===== src/rtl/wbk.sv =====
// Write-back stage: integer register file (x0 hardwired to zero, 1-cycle commit) plus 64-bit cycle/instret counters.
// Optional WBK_BYPASS_EN: same-cycle write-through from the commit port to both read ports.
module wbk #(
  parameter int XLEN    = 32,
  parameter int NB_REGS = 5
) (
  input  logic               clk,
  input  logic               reset,
  input  logic               res_w_v_q_i,
  input  logic [NB_REGS-1:0] instr_write_adr_q_i,
  input  logic [XLEN-1:0]    instr_wbk_data_q_i,
  input  logic               instr_retire_v_q_i,
  input  logic [NB_REGS-1:0] rs1_adr_i,
  input  logic [NB_REGS-1:0] rs2_adr_i,
  output logic [XLEN-1:0]    rs1_data_o,
  output logic [XLEN-1:0]    rs2_data_o,
  input  logic               cnt_wr_v_i,
  input  logic [1:0]         cnt_sel_i,
  input  logic [31:0]        cnt_wr_data_i,
  output logic [31:0]        cnt_rd_data_o,
  output logic [63:0]        cycle_q_o,
  output logic [63:0]        instret_q_o
);

  localparam int NREGS = 2 ** NB_REGS;

  localparam logic [1:0] SEL_CYCLE_LO   = 2'b00;
  localparam logic [1:0] SEL_CYCLE_HI   = 2'b01;
  localparam logic [1:0] SEL_INSTRET_LO = 2'b10;
  localparam logic [1:0] SEL_INSTRET_HI = 2'b11;

  logic [XLEN-1:0] regs [NREGS];
  logic            commit;

  logic [63:0] cycle_q, cycle_nxt;
  logic [63:0] instret_q, instret_nxt;

  // Entry 0 is never written, so it stays at its reset value of zero.
  assign commit = res_w_v_q_i && (instr_write_adr_q_i != '0);

  always_ff @(posedge clk) begin
    if (reset) begin
      for (int i = 0; i < NREGS; i++) begin
        regs[i] <= '0;
      end
    end else if (commit) begin
      regs[instr_write_adr_q_i] <= instr_wbk_data_q_i;
    end
  end

`ifdef WBK_BYPASS_EN
  always_comb begin
    rs1_data_o = regs[rs1_adr_i];
    if (rs1_adr_i == '0) begin
      rs1_data_o = '0;
    end else if (commit && (rs1_adr_i == instr_write_adr_q_i)) begin
      rs1_data_o = instr_wbk_data_q_i;
    end
  end

  always_comb begin
    rs2_data_o = regs[rs2_adr_i];
    if (rs2_adr_i == '0) begin
      rs2_data_o = '0;
    end else if (commit && (rs2_adr_i == instr_write_adr_q_i)) begin
      rs2_data_o = instr_wbk_data_q_i;
    end
  end
`else
  // Without bypass, a same-cycle read of the commit target sees the old value.
  assign rs1_data_o = (rs1_adr_i == '0) ? '0 : regs[rs1_adr_i];
  assign rs2_data_o = (rs2_adr_i == '0) ? '0 : regs[rs2_adr_i];
`endif

  // A write to either half of a counter freezes the other half and drops that cycle's increment.
  always_comb begin
    cycle_nxt = cycle_q + 64'd1;
    if (cnt_wr_v_i) begin
      case (cnt_sel_i)
        SEL_CYCLE_LO: cycle_nxt = {cycle_q[63:32], cnt_wr_data_i};
        SEL_CYCLE_HI: cycle_nxt = {cnt_wr_data_i, cycle_q[31:0]};
        default:      cycle_nxt = cycle_q + 64'd1;
      endcase
    end
  end

  always_comb begin
    instret_nxt = instr_retire_v_q_i ? (instret_q + 64'd1) : instret_q;
    if (cnt_wr_v_i) begin
      case (cnt_sel_i)
        SEL_INSTRET_LO: instret_nxt = {instret_q[63:32], cnt_wr_data_i};
        SEL_INSTRET_HI: instret_nxt = {cnt_wr_data_i, instret_q[31:0]};
        default:        instret_nxt = instr_retire_v_q_i ? (instret_q + 64'd1) : instret_q;
      endcase
    end
  end

  always_ff @(posedge clk) begin
    if (reset) begin
      cycle_q   <= '0;
      instret_q <= '0;
    end else begin
      cycle_q   <= cycle_nxt;
      instret_q <= instret_nxt;
    end
  end

  always_comb begin
    case (cnt_sel_i)
      SEL_CYCLE_LO:   cnt_rd_data_o = cycle_q[31:0];
      SEL_CYCLE_HI:   cnt_rd_data_o = cycle_q[63:32];
      SEL_INSTRET_LO: cnt_rd_data_o = instret_q[31:0];
      default:        cnt_rd_data_o = instret_q[63:32];
    endcase
  end

  assign cycle_q_o   = cycle_q;
  assign instret_q_o = instret_q;

endmodule


===== config.mk =====
export PLATFORM = sky130hd
export DESIGN_NAME = wbk
export DESIGN_NICKNAME = d
export VERILOG_FILES = /design/src/rtl/wbk.sv
export SDC_FILE = /design/constraint.sdc
export NUM_CORES = 2
export LEC_CHECK = 0
export CAP_MARGIN = 10
export CELL_PAD_IN_SITES_DETAIL_PLACEMENT = 0
export CELL_PAD_IN_SITES_GLOBAL_PLACEMENT = 2
export CORE_MARGIN = 4
export CORE_UTILIZATION = 35
export DETAILED_ROUTE_END_ITERATION = 16
export GPL_TIMING_DRIVEN = 0
export PLACE_DENSITY_LB_ADDON = 0.1
export REMOVE_ABC_BUFFERS = 1
export SLEW_MARGIN = 10
export SYNTH_ARGS = -nofsm -noshare
export SYNTH_HDL_FRONTEND = slang
export SYNTH_SLANG_ARGS = --single-unit

===== constraint.sdc =====
create_clock -name clk -period 5.7 [get_ports clk]
set_input_delay 1.14 -clock clk [delete_from_list [all_inputs] [get_ports clk]]
set_output_delay 1.14 -clock clk [all_outputs]
set_load 0.05 [all_outputs]

==> run_results.csv <==
group,metric,value,unit
routing,dr.pass1.iters,7,
min_path,worstHoldStart,"instret_q_o[23]",
critical_path,critPathMaxFanout,59,
sta,slew_headroom,0.129,
grt,grt-ovfl-total,0,
finish,nets,4641,
sta,finalSetupViolCount,0,
critical_path,crit_chain,"buf_12 -> buf_16 -> buf_16 -> mux4_2 -> mux4_2 -> a22oi_1 -> nand2_1 -> clkdlybuf4s50_1",
clocking,ctsLongestPathBuffers,3,
floorplanning,core,0.178,mm2
placement,port_buffers,309,
power_and_ir_drop,irDropWorstVdd,0.307,mV
sta,fin_crit_sh,0.992,
synth,synth.top_cell.area_share,0.491,
synth,synth_seq_cells,1152,
floorplanning,dieArea,0.186,mm2
grt,grt_max_degree,77,
critical_path,critPathMaxStageDelay,720,ps
placement,dp_hpwl,143000,um
sta,rsz0062_at_grt,"no",
floorplanning,num_io_pins,310,
flow_run,maxCapViolCount,0,
grt,grt_pass1_wl,328000,um
routing,ant_nets,0,
synth,synth_compound_area_frac,0.0357,
sta,drv_slew,0,
routing,dr_total_vias,40500,
routing,drt-initial-drc-count,3670,
sta,clock-skew-final,18.7,ps
critical_path,crit_path_start_kind,"input pin",
clocking,cts_inserted_buffers,143,
synth,synth_edf_count,1024,
routing,via_per_inst,5.76,
sta,hold_viol,0,
clocking,cts_hold_buf,0,
finish,final_common_cell,"edfxtp_1",
synth,synth_area,0.0627,mm2
floorplanning,die_y,431,um
clocking,cts_tree,"done",
critical_path,worstPathArrival,4510,ps
placement,globalplace.congestion,0.838,
power_and_ir_drop,power_density,299,mW/mm2
clocking,cts.sinks,1152,
routing,avgRoutedWirePerCell,33.3,um
finish,num-fill-cells,16100,
sta,post-route-min-period,5650,ps
min_path,min_path_type,"reg2reg",
finish,post-route-util,0.417,
synth,avgSynthCellArea,14.2,um2
synth,synth_top_cell_by_area,"edfxtp_1",
routing,routed_wl,234000,um
synth,synthMuxAreaShare,0.244,
finish,area_growth,18.7,%
critical_path,crit_path_start,"rs2_adr_i[1]",
clocking,cts_max_level,4,
synth,synthAdderAreaFrac,0.000399,
grt,grt_usage,0.249,
synth,synth_xor_xnor_area_share,0.00587,
synth,yosysWarnings,0,
critical_path,slowest_stage,"clkdlybuf4s50_1",
routing,drcViolationCount,0,
critical_path,end_kind,"primary output",
synth,synthArstFlopShare,0,
clocking,insertion_delay,780,ps
clocking,root_buffer,"clkbuf_16",
finish,drive_gt1_frac,0.248,
synth,synth_cells,4406,
synth,seq_area_frac_synth,0.531,
sta,holdWs,530,ps
grt,grt_pass1_vias,41800,
floorplanning,fp-row-count,155,
floorplanning,start_util,0.352,
synth,ys.flop_type,"edfxtp_1",
clocking,cts_setup_buffers,0,
run_status,outcome,"finished clean",
grt,antenna_found_initial,15,
finish,final_cell_mix,"1024 x edfxtp_1, 1003 x and2_1, 608 x mux4_2",
synth,synth-simple-area-share,0.155,
power_and_ir_drop,leakage,24.8,nW
clocking,clkTransAtPathRegs,50,ps
sta,tightestPinTransition,1310,ps
floorplanning,dieWidth,431,um
synth,ys_types,71,
sta,fmax,177,MHz
synth,synth_top_family_by_area,"multiplexers",
critical_path,required,4560,ps
critical_path,path_class,"in2out",
critical_path,reg2reg_from,"cycle_q_o[7]",
synth,yosys-top-cells-area,"edfxtp_1 49%, mux4_2 22%, and2_1 10%, dfxtp_1 4.1%, mux2_2 2.4%",
==> critical path, delay by kind of cell <==
kind / cells / cell delay [ps]
muxes: 2 / 920
and+or+nand+nor: 1 / 110
AOI/OAI and AO/OA: 1 / 480
buffers and inverters: 4 / 1650
==> per-stage QoR <==
| step | instances | cell area (um2) | total power [W] | setup slack [ps] | TNS (ps) |
|---|---|---|---|---|---|
| 2_1_floorplan | 3997 | 61100 | 0.0117 | 1280 | 0 |
| 3_3_place_gp | 6661 | 67100 | 0.0141 | -22810 | - |
| 3_5_place_dp | 6759 | 69700 | 0.0134 | -678 | -7860 |
| 4_1_cts | 7015 | 74300 | 0.0225 | 13.8 | 0 |
| 5_1_grt | 7019 | 74400 | 0.0230 | 2.52 | 0 |
| 6_report | 7026 | 74400 | 0.0223 | 47.7 | 0 |
==> what timing repair did <==
action                     4_1_cts  5_1_grt
cloned                           1        1
resized for setup               15       10
setup endpoints to repair       39       13
==> report_power, final <==
part / leakage [nW] / switching [W] / total, W / internal, W
clock: 2.25 / 0.00379 / 0.00909 / 0.00530
sequential: 10.8 / 0.000290 / 0.00993 / 0.00964
combinational: 11.8 / 0.00191 / 0.00324 / 0.00133
total: 24.8 / 0.00598 / 0.0223 / 0.0163
==> cells by family after synthesis <==
group                    Yosys count
adder cells (fa/ha/maj)            2
XOR/XNOR                          42
buffers and inverters            454
flip-flops                      1152
other                              1
AO/OA/AOI/OAI                    331
multiplexers                     749
AND/OR/NAND/NOR                 1675
==> metal layers <==
metal	track usage	up-vias	routed length, um
met4	0.0654	2	5730
li1	-	17300	-
met3	0.0417	296	13600
met2	0.406	1384	112000
met5	0	-	20
met1	0.347	21500	103000
==> flip-flops by register name, indices dropped and copies added, names as in the netlist <==
| name | count |
|---|---|
| instret_q_o | 64 |
| regs | 1024 |
| cycle_q_o | 64 |
==> cell usage after synthesis, drive strengths merged, types with 13 or more instances <==
master,n
nand2,236
buf,102
a221oi,23
mux4,608
clkbuf,338
nand3,64
a211oi,31
a31oi,24
and4,21
dfxtp,128
xor2,38
nor3,38
a22oi,75
nor2,113
or2,35
and2,1003
inv,13
edfxtp,1024
nand4,52
mux2,132
or4,13
and3,27
o21ai,41
nor4,29
a21oi,72
==> cell type report <==
class / instances / area, um2 / area share
sequential: 1152 / 33300 / 0.448
antenna: 8 / 20.0 / 0.000269
timing repair buffer: 411 / 5370 / 0.0722
tap: 2355 / 2950 / 0.0396
inverter: 14 / 53.8 / 0.000723
multi-input combinational: 2831 / 28100 / 0.378
clock inverter: 65 / 653 / 0.00878
clock buffer: 190 / 3930 / 0.0528
==> path summary, 6_finish.rpt <==
path	to	slack, ps	cells past startpoint
setup / recovery	rs2_data_o[4]	50	8
hold / removal	instret_q_o[23]	530	2
setup reg to reg	cycle_q_o[57]	2280	6
hold reg to reg	instret_q_o[23]	530	2
(Power assumes the default switching activity.)
